--- config.mk ---
export PLATFORM = sky130hd
export DESIGN_NAME = inta_sequencer_flat
export DESIGN_NICKNAME = d
export VERILOG_FILES = /design/src/rtl/inta_sequencer_if.sv /design/src/rtl/inta_sequencer.sv /design/src/flat_wrapper.sv
export SDC_FILE = /design/constraint.sdc
export NUM_CORES = 1
export LEC_CHECK = 0
export CORE_AREA = 2 2 66 68
export CTS_CLUSTER_DIAMETER = 120
export DETAILED_ROUTE_END_ITERATION = 8
export DIE_AREA = 0 0 68 70
export HOLD_SLACK_MARGIN = 0.05
export PLACE_DENSITY = 0.79
export SLEW_MARGIN = 5
export SYNTH_ARGS = -nofsm -noshare
export SYNTH_HDL_FRONTEND = slang
export SYNTH_SLANG_ARGS = --single-unit
--- constraint.sdc ---
create_clock -name clk -period 1.9 [get_ports clk]
set_input_delay 0.38 -clock clk [delete_from_list [all_inputs] [get_ports clk]]
set_output_delay 0.38 -clock clk [all_outputs]
set_load 0.02 [all_outputs]
--- src/rtl/inta_sequencer_if.sv ---
// Acknowledge-handshake bundle between the CPU-facing pins, the PIC control blocks and the inta_sequencer.
// The sequencer attaches through the slave modport and the driving side through the master modport.
`timescale 1ns/1ps
interface inta_sequencer_if;
    logic       INTA;
    logic       init_pulse;
    logic       int_request;
    logic [7:0] interrupt_id;
    logic [7:0] icw2_base;
    logic       sngl;
    logic       sp_en;
    logic       slave_on_ir;
    logic       aeoi;
    logic       INT;
    logic       freeze;
    logic [7:0] latch_in_service;
    logic [7:0] clear_interrupt_request;
    logic [7:0] vector_out;
    logic       vector_oe;
    logic [7:0] end_of_interrupt;
    logic       ack_done;

    modport slave (
        input  INTA, init_pulse, int_request, interrupt_id, icw2_base,
               sngl, sp_en, slave_on_ir, aeoi,
        output INT, freeze, latch_in_service, clear_interrupt_request,
               vector_out, vector_oe, end_of_interrupt, ack_done
    );

    modport master (
        output INTA, init_pulse, int_request, interrupt_id, icw2_base,
               sngl, sp_en, slave_on_ir, aeoi,
        input  INT, freeze, latch_in_service, clear_interrupt_request,
               vector_out, vector_oe, end_of_interrupt, ack_done
    );
endinterface

--- src/rtl/inta_sequencer.sv ---
// 8086-mode interrupt-acknowledge sequencer: synchronises INTA and runs IDLE/PENDING/ACK1/GAP/ACK2.
// Optional macro INTA_TIMEOUT_EN abandons a sequence after TIMEOUT_CYCLES without the next INTA edge.
`timescale 1ns/1ps
module inta_sequencer #(
    parameter int SYNC_STAGES    = 2,
    parameter int TIMEOUT_CYCLES = 255
) (
    input  logic             clk,
    input  logic             reset_n,
    inta_sequencer_if.slave  bus
);

    typedef enum logic [2:0] {
        S_IDLE    = 3'd0,
        S_PENDING = 3'd1,
        S_ACK1    = 3'd2,
        S_GAP     = 3'd3,
        S_ACK2    = 3'd4
    } state_t;

    if ((SYNC_STAGES < 2) || (TIMEOUT_CYCLES < 1) || (TIMEOUT_CYCLES > 256)) begin : g_param_check
        $error("inta_sequencer: SYNC_STAGES must be >= 2 and TIMEOUT_CYCLES in 1..256");
    end

    // Lowest set bit wins; an empty id gives the spurious index 7.
    function automatic logic [2:0] low_index(input logic [7:0] id);
        low_index = 3'b111;
        for (int i = 7; i >= 0; i--) begin
            low_index = id[i] ? 3'(i) : low_index;
        end
    endfunction

    logic [SYNC_STAGES-1:0] sync_r;
    logic                   inta_prev_r;
    logic                   inta_fall_s;
    logic                   inta_rise_s;
    state_t                 state_r;
    state_t                 next_state_s;
    logic [7:0]             id_lat_r;
    logic [7:0]             id_lat_s;
    logic                   oe_en_s;
    logic                   take_ack1_s;
    logic                   finish_s;

    logic       int_s,  int_r;
    logic       freeze_s, freeze_r;
    logic [7:0] latch_s, latch_r;
    logic [7:0] clear_s, clear_r;
    logic [7:0] vector_s, vector_r;
    logic       vector_oe_s, vector_oe_r;
    logic [7:0] eoi_s, eoi_r;
    logic       ack_done_s, ack_done_r;

    // INTA synchroniser chain plus edge-detect history flop; idle level is high.
    always_ff @(posedge clk or negedge reset_n) begin
        if (!reset_n) begin
            sync_r      <= '1;
            inta_prev_r <= 1'b1;
        end else begin
            sync_r      <= {sync_r[SYNC_STAGES-2:0], bus.INTA};
            inta_prev_r <= sync_r[SYNC_STAGES-1];
        end
    end

    assign inta_fall_s = inta_prev_r & ~sync_r[SYNC_STAGES-1];
    assign inta_rise_s = ~inta_prev_r & sync_r[SYNC_STAGES-1];

`ifdef INTA_TIMEOUT_EN
    localparam logic [7:0] TMO_LAST = 8'(TIMEOUT_CYCLES - 1);
    logic [7:0] tmo_cnt_r;
    logic       timeout_s;

    assign timeout_s = (tmo_cnt_r == TMO_LAST);

    // Wait counter for the two INTA gaps; restarts on every state change.
    always_ff @(posedge clk or negedge reset_n) begin
        if (!reset_n) begin
            tmo_cnt_r <= 8'd0;
        end else if ((next_state_s != state_r) ||
                     ((state_r != S_ACK1) && (state_r != S_GAP))) begin
            tmo_cnt_r <= 8'd0;
        end else begin
            tmo_cnt_r <= tmo_cnt_r + 8'd1;
        end
    end
`else
    logic timeout_s;
    assign timeout_s = 1'b0;
`endif

    // State register.
    always_ff @(posedge clk or negedge reset_n) begin
        if (!reset_n) begin
            state_r <= S_IDLE;
        end else begin
            state_r <= next_state_s;
        end
    end

    // Next-state logic; an ICW1 write overrides any INTA edge.
    always_comb begin
        next_state_s = state_r;
        if (bus.init_pulse) begin
            next_state_s = S_IDLE;
        end else begin
            case (state_r)
                S_IDLE: begin
                    if (bus.int_request) next_state_s = S_PENDING;
                    else                 next_state_s = S_IDLE;
                end
                S_PENDING: begin
                    if (inta_fall_s) next_state_s = S_ACK1;
                    else             next_state_s = S_PENDING;
                end
                S_ACK1: begin
                    if (inta_rise_s)    next_state_s = S_GAP;
                    else if (timeout_s) next_state_s = S_IDLE;
                    else                next_state_s = S_ACK1;
                end
                S_GAP: begin
                    if (inta_fall_s)    next_state_s = S_ACK2;
                    else if (timeout_s) next_state_s = S_IDLE;
                    else                next_state_s = S_GAP;
                end
                S_ACK2: begin
                    if (inta_rise_s) next_state_s = S_IDLE;
                    else             next_state_s = S_ACK2;
                end
                default: next_state_s = S_IDLE;
            endcase
        end
    end

    // Output logic: values the output registers take on the coming edge.
    always_comb begin
        take_ack1_s = (state_r == S_PENDING) && (next_state_s == S_ACK1);
        finish_s    = (state_r == S_ACK2) && (next_state_s == S_IDLE) && !bus.init_pulse;
        // A slave's cascade match arrives already folded into slave_on_ir.
        oe_en_s     = bus.sngl || (bus.sp_en && !bus.slave_on_ir) ||
                      (!bus.sp_en && bus.slave_on_ir);

        if (bus.init_pulse) id_lat_s = 8'h00;
        else if (take_ack1_s) id_lat_s = bus.interrupt_id;
        else id_lat_s = id_lat_r;

        int_s       = (next_state_s != S_IDLE);
        freeze_s    = (next_state_s == S_ACK1) || (next_state_s == S_GAP) ||
                      (next_state_s == S_ACK2);
        latch_s     = take_ack1_s ? bus.interrupt_id : 8'h00;
        clear_s     = take_ack1_s ? bus.interrupt_id : 8'h00;
        vector_oe_s = (next_state_s == S_ACK2) && oe_en_s;
        ack_done_s  = finish_s;
        if ((next_state_s == S_GAP) || (next_state_s == S_ACK2)) begin
            vector_s = {bus.icw2_base[7:3], low_index(id_lat_r)};
        end else begin
            vector_s = 8'h00;
        end
        if (finish_s && bus.aeoi && (id_lat_r != 8'h00)) begin
            eoi_s = id_lat_r;
        end else begin
            eoi_s = 8'h00;
        end
    end

    // Output and latched-id registers.
    always_ff @(posedge clk or negedge reset_n) begin
        if (!reset_n) begin
            id_lat_r    <= 8'h00;
            int_r       <= 1'b0;
            freeze_r    <= 1'b0;
            latch_r     <= 8'h00;
            clear_r     <= 8'h00;
            vector_r    <= 8'h00;
            vector_oe_r <= 1'b0;
            eoi_r       <= 8'h00;
            ack_done_r  <= 1'b0;
        end else begin
            id_lat_r    <= id_lat_s;
            int_r       <= int_s;
            freeze_r    <= freeze_s;
            latch_r     <= latch_s;
            clear_r     <= clear_s;
            vector_r    <= vector_s;
            vector_oe_r <= vector_oe_s;
            eoi_r       <= eoi_s;
            ack_done_r  <= ack_done_s;
        end
    end

    assign bus.INT                     = int_r;
    assign bus.freeze                  = freeze_r;
    assign bus.latch_in_service        = latch_r;
    assign bus.clear_interrupt_request = clear_r;
    assign bus.vector_out              = vector_r;
    assign bus.vector_oe               = vector_oe_r;
    assign bus.end_of_interrupt        = eoi_r;
    assign bus.ack_done                = ack_done_r;

endmodule

--- src/flat_wrapper.sv ---
// flat-port wrapper written by rule: the top's interface ports become plain ports
module inta_sequencer_flat 
#(
    parameter int SYNC_STAGES    = 2,
    parameter int TIMEOUT_CYCLES = 255
)
  (clk, reset_n, bus_INTA, bus_init_pulse, bus_int_request, bus_interrupt_id, bus_icw2_base, bus_sngl, bus_sp_en, bus_slave_on_ir, bus_aeoi, bus_INT, bus_freeze, bus_latch_in_service, bus_clear_interrupt_request, bus_vector_out, bus_vector_oe, bus_end_of_interrupt, bus_ack_done);
  inta_sequencer_if bus_i ();
  input  logic clk;
  input  logic reset_n;
  input wire logic [$bits(bus_i.INTA)-1:0] bus_INTA;
  input wire logic [$bits(bus_i.init_pulse)-1:0] bus_init_pulse;
  input wire logic [$bits(bus_i.int_request)-1:0] bus_int_request;
  input wire logic [$bits(bus_i.interrupt_id)-1:0] bus_interrupt_id;
  input wire logic [$bits(bus_i.icw2_base)-1:0] bus_icw2_base;
  input wire logic [$bits(bus_i.sngl)-1:0] bus_sngl;
  input wire logic [$bits(bus_i.sp_en)-1:0] bus_sp_en;
  input wire logic [$bits(bus_i.slave_on_ir)-1:0] bus_slave_on_ir;
  input wire logic [$bits(bus_i.aeoi)-1:0] bus_aeoi;
  output wire logic [$bits(bus_i.INT)-1:0] bus_INT;
  output wire logic [$bits(bus_i.freeze)-1:0] bus_freeze;
  output wire logic [$bits(bus_i.latch_in_service)-1:0] bus_latch_in_service;
  output wire logic [$bits(bus_i.clear_interrupt_request)-1:0] bus_clear_interrupt_request;
  output wire logic [$bits(bus_i.vector_out)-1:0] bus_vector_out;
  output wire logic [$bits(bus_i.vector_oe)-1:0] bus_vector_oe;
  output wire logic [$bits(bus_i.end_of_interrupt)-1:0] bus_end_of_interrupt;
  output wire logic [$bits(bus_i.ack_done)-1:0] bus_ack_done;
  assign bus_i.INTA = bus_INTA;
  assign bus_i.init_pulse = bus_init_pulse;
  assign bus_i.int_request = bus_int_request;
  assign bus_i.interrupt_id = bus_interrupt_id;
  assign bus_i.icw2_base = bus_icw2_base;
  assign bus_i.sngl = bus_sngl;
  assign bus_i.sp_en = bus_sp_en;
  assign bus_i.slave_on_ir = bus_slave_on_ir;
  assign bus_i.aeoi = bus_aeoi;
  assign bus_INT = bus_i.INT;
  assign bus_freeze = bus_i.freeze;
  assign bus_latch_in_service = bus_i.latch_in_service;
  assign bus_clear_interrupt_request = bus_i.clear_interrupt_request;
  assign bus_vector_out = bus_i.vector_out;
  assign bus_vector_oe = bus_i.vector_oe;
  assign bus_end_of_interrupt = bus_i.end_of_interrupt;
  assign bus_ack_done = bus_i.ack_done;
  inta_sequencer #(.SYNC_STAGES(SYNC_STAGES), .TIMEOUT_CYCLES(TIMEOUT_CYCLES)) u_core (.clk(clk), .reset_n(reset_n), .bus(bus_i));
endmodule
== Word-level counts from Yosys, hierarchy flattened ==
Index checks and enable logic that the tools add are counted.

* Memory bits (read-only): 0
* Bits in writable memories: 0
* Word-level logic and storage cells: 62
* Bits in registers: 42
* Memories: 0
* Bits in latches: 0

* Add/subtract/negate cells: 0
* Multiplexer cells: 19
* Bitwise logic cells: 4
* Shifts and indexed selects: 0
* Multiply operators: 0
* Magnitude comparators: 0
* Equal/unequal tests: 7
* Reduce and logical (&&, ||, !) cells: 21
* Div/mod/pow operators: 0

{| class="wikitable"
|+ Operator list
! kind !! number
|-
| $mux 8 || 5
|-
| $mux 3 || 9
|-
| $pmux 3 s5 || 1
|-
| $eq 3x2->1 const B || 4
|-
| $logic_and 1x1->1 || 8
|-
| $reduce_bool 8->1 || 1
|-
| $eq 3x3->1 const B || 2
|-
| $logic_not 3->1 || 2
|-
| $logic_or 1x1->1 || 5
|-
| $eq 3x1->1 const B || 1
|-
| $logic_not 1->1 || 3
|-
| $mux 1 || 3
|-
| $reduce_bool 3->1 || 1
|-
| $and 1x1->1 || 2
|-
| $mux 2 || 1
|-
| $not 1->1 || 2
|-
| $reduce_bool 2->1 || 1
|}

== Depth between registers and ports, before layout ==
* Depth after elaboration: 11
* Mapped depth: 6

== Worst setup path before layout ==
Ideal clock, no wire load.

* Path kind: register to register
* Start point: reg u_core.inta_prev_r
* End point: reg u_core.id_lat_r[5]
* Cell stages (with the launch flop): 7
* Period minus slack after synthesis: 1.534 ns
* Path buffers: 2
* Slack: 0.366 ns
* Library setup time: 0.118 ns
* Arrival time: 1.415 ns
* Path through: dfstp_2 -> and3b_2 -> nor4b_4 -> buf_6 -> buf_12 -> mux2i_1 -> nor2_1

* Longest elaborated chain between the ends: 8
* Elaborated cells on any way between the ends: 12
* Classes of those cells: 1 x eq/ne; 6 x mux; 3 x bitwise; 2 x reduce/logical

{| class="wikitable"
|+ RTL lines
! what !! line !! RTL
|-
| start: declaration || inta_sequencer.sv:34 || <nowiki>logic inta_prev_r;</nowiki>
|-
| start signal: assignment || inta_sequencer.sv:61 || <nowiki>inta_prev_r <= sync_r[SYNC_STAGES-1];</nowiki>
|-
| $not 1->1 || inta_sequencer.sv:66 || <nowiki>assign inta_rise_s = ~inta_prev_r & sync_r[SYNC_STAGES-1];</nowiki>
|-
| $and 1x1->1 || inta_sequencer.sv:66 ||
|-
| $mux 1 or $mux 3 (tied branches) || inta_sequencer.sv:116, inta_sequencer.sv:126 ||
|-
| $pmux 3 s5 (*) || inta_sequencer.sv:106 || <nowiki>case (state_r)</nowiki>
|-
| $mux 3 (*) || inta_sequencer.sv:103 || <nowiki>if (bus.init_pulse) begin</nowiki>
|-
| $eq 3x2->1 (*) || inta_sequencer.sv:136 || <nowiki>take_ack1_s = (state_r == S_PENDING) && (next_state_s == S_ACK1);</nowiki>
|-
| $logic_and 1x1->1 (*) || inta_sequencer.sv:136 ||
|-
| $reduce_bool 2->1 (no source line) (*) || - ||
|-
| end signal: assignment || inta_sequencer.sv:178 || <nowiki>id_lat_r <= id_lat_s;</nowiki>
|-
| end: declaration || inta_sequencer.sv:39 || <nowiki>logic [7:0] id_lat_r;</nowiki>
|}

Mark *: on every way between the ends. The rest lies on a longest branch, timed or not.
A chain may end at the register's enable or synchronous reset.

== Worst setup path in the final report ==
* Start point: reg u_core.latch_r[4] (netlist: u_core.bus.latch_in_service[4])
* End point: out bus_latch_in_service[4]

{| class="wikitable"
|+ RTL lines
! what !! line !! RTL
|-
| start: declaration || inta_sequencer.sv:47 || <nowiki>logic [7:0] latch_s, latch_r;</nowiki>
|-
| start signal: assignment || inta_sequencer.sv:181 || <nowiki>latch_r <= latch_s;</nowiki>
|-
| end: declaration || flat_wrapper.sv:22 || <nowiki>output wire logic [$bits(bus_i.latch_in_service)-1:0] bus_latch_in_service;</nowiki>
|}

No word-level cell between the ends.

==> flow_metrics.py <==
metrics = {
    "outcome": {
        "run_status": "finished, final reports clean",
    },
    "setup_path": {
        "path_depth": 1,
        "crit_slowest_cell": "clkdlybuf4s50_1",
        "cp.arrival_ns": 1.24,
        "cp_top_family": "buffers and inverters",
        "slowest_delay_ns": 0.61,
        "crit_path_max_fanout": 2,
        "crit_chain": "clkdlybuf4s50_1",
        "crit_type": "flop to output pin",
        "cp-end-kind": "output pin",
        "cp-start-kind": "flop",
        "worstRegToRegCells": 5,
        "critPathRequiredTime_ns": 1.52,
        "critPathBufInv": 1,
    },
    "synthesis": {
        "yosysSeqAreaShare_pct": 63.48,
        "synth_top_area_cell": "dfrtp_1",
        "synth.net_count": 149,
        "avgSynthCellArea_um2": 13.40,
        "ys_types": 32,
        "synth-seq-cells": 42,
        "synthArstFlopShare_pct": 100.0,
        "synth_commonest_cells": "dfrtp_1, nor2_1",
        "synth_area_leaders": "dfrtp_1, mux2i_1, dfstp_2",
        "synth_cells": 124,
        "synth_flop_cell": "dfrtp_1",
        "synth_most_common_cell": "dfrtp_1",
        "synth_edf_count": 0,
        "syn_area_um2": 1662,
        "yosysTopAreaCellShare_pct": 58.73,
        "ys_warn_count": 0,
    },
    "final_layout": {
        "areaGrowthSynthToFinish_pct": 38.63,
        "final_area_um2": 2303,
        "final_util_pct": 55.59,
        "drive_above_1_share_pct": 15.56,
        "diodes": 0,
        "fin_cells": 232,
        "layout.nets": 205,
    },
    "power_and_ir_drop": {
        "leakage_nw": 1.027,
        "max-vdd-ir-drop_v": 0.0003013,
        "p_per_area_nw_per_um2": 685.6,
    },
    "drt": {
        "wl_per_cell_um": 12.68,
        "dr.pass1.iters": 5,
        "drtIter0Drc": 91,
        "route.detailed.drc": 0,
        "wirelength_um": 2942,
        "num_vias": 1081,
        "drtAntennaViolNets": 0,
        "via_per_inst": 4.659,
    },
    "placement": {
        "io_buffers": 57,
        "dpl.cell_count": 225,
        "place_area_um2": 2227,
        "gp_congestion": 0.8783,
        "dp_hpwl_um": 2196,
    },
    "sta": {
        "finClkSkew_ns": 0.003022,
        "fin_crit_sh_pct": 85.04,
        "setup_viol": 0,
        "fin_setup_tns_ns": 0,
        "hold_violations": 0,
        "fmaxAchievable_ghz": 0.6189,
        "drv_slew": 0,
        "tightestPinTransition_ns": 0.4942,
        "period_minus_slack_ns": 1.616,
        "rsz0062_at_grt": "false",
        "slew_headroom_pct": 67.06,
    },
    "clock_tree": {
        "root_buffer": "clkbuf_8",
        "cts_tree": "yes",
        "cts_resized": 0,
        "htreeDepth": 2,
        "holdBufCountCts": 0,
        "clockBufferDepth": 2,
        "cts.clk_slew.worst_paths_ns": 0.07,
        "post_cts.repair.setup_buffers": 0,
        "clock-sinks": 42,
        "cts_inserted_buffers": 5,
        "clkLatencyLatePin_ns": 0.28,
    },
    "global_route": {
        "grt.total_usage_pct": 14.54,
        "grt.overflow.total": 0,
        "antenna_found_initial": 0,
        "grt_pass1_vias": 1076,
        "grt_max_degree": 43,
        "grt_first_pass_wirelength_um": 5099,
    },
    "floorplanning": {
        "fp-row-count": 24,
        "die_area_um2": 4760,
        "io_pins": 61,
        "die_w_um": 68,
        "dieHeight_um": 70,
        "core_um2": 4144,
        "start_util_pct": 40.10,
    },
    "run": {
        "max_cap_viol_count": 0,
    },
    "min_path": {
        "hold_class": "input port to async pin",
    },
}
-- registers in the layout, summed over array words and instances (netlist names) --
signal and count:
u_core.bus.end_of_interrupt 8, u_core.bus.latch_in_service 8, u_core.bus.vector_out 8, u_core.id_lat_r 8, u_core.state_r 3, u_core.sync_r 2, u_core.bus.INT 1, u_core.bus.ack_done 1
u_core.bus.freeze 1, u_core.bus.vector_oe 1, u_core.inta_prev_r 1
-- through the flow --
step	power [W]	hold WS [ns]	worst slack, ns
6_report	0.001579	0.1522	0.2843
5_1_grt	0.001667	0.1824	0.1838
4_1_cts	0.001598	0.1634	0.2698
3_5_place_dp	0.001087	0.3476	0.1560
3_3_place_gp	0.001082	0.3488	0.1474
2_1_floorplan	0.0009947	0.08441	0.3662
-- path summary, 6_finish.rpt --
kind	startpoint	slack, ns	to
min in group clk	u_core.sync_r[0]$_DFF_PN1_	0.36	u_core.sync_r[1]$_DFF_PN1_
worst max-delay path	u_core.bus.latch_in_service[4]$_DFF_PN0_	0.28	bus_latch_in_service[4]
worst max register to register	u_core.inta_prev_r$_DFF_PN1_	0.29	u_core.id_lat_r[0]$_DFFE_PN0P_
worst min-delay path	reset_n	0.15	u_core.bus.end_of_interrupt[3]$_DFF_PN0_
max in group asynchronous	reset_n	1.39	u_core.inta_prev_r$_DFF_PN1_
worst min register to register	u_core.sync_r[0]$_DFF_PN1_	0.36	u_core.sync_r[1]$_DFF_PN1_
-- metal layers --
layer / global-route usage (%) / up-vias / routed length (um) / share of wire (%)
met5: 0 / - / 0 / 0
met4: 8.000 / 0 / 78 / 2.7
met3: 4.026 / 4 / 229 / 7.8
met2: 22.65 / 51 / 1479 / 50
met1: 17.88 / 513 / 1154 / 39
li1: - / 513 / - / -
-- cell usage in the layout (no fill, tap or decap), drive strengths merged --
cell	count
clkdlybuf4s50	56
dfrtp	39
and2	13
nor2	10
and3	8
mux2i	8
clkbuf	7
buf	5
a21oi	4
o21ai	3
nor2b	3
dfstp	3
inv	2
nand2b	2
o21bai	2
and4bb	2
a22oi	1
a211oi	1
nand3	1
and3b	1
nand2	1
xnor2	1
nor3	1
or2	1
nor4b	1
nor4	1
nor3b	1
xor2	1
o21a	1
-- area by class of cell --
type | instances | area [um^2]
Clock buffer | 7 | 76.32
Fill cell | 343 | 1841
Inverter | 2 | 7.507
Multi-Input combinational cell | 68 | 491.7
Sequential cell | 42 | 1055
Tap cell | 52 | 65.06
Timing Repair Buffer | 61 | 608.1
-- power breakdown --
part	switching [W]	internal (W)	total, W
registers	0.0000126	0.000913	0.000925
logic	0.0000649	0.0000780	0.000143
clock network	0.000259	0.000252	0.000511
total	0.000336	0.00124	0.00158
-- kinds of logic after synthesis --
| logic type | after synthesis | synth area share, % |
|---|---|---|
| simple gates | 46 | 19.13 |
| flops | 42 | 63.48 |
| buf+inv | 14 | 6.928 |
| compound gates | 12 | 4.593 |
| mux | 8 | 4.819 |
| xor+xnor | 2 | 1.054 |
No activity file was read; power rests on OpenSTA's default activity.
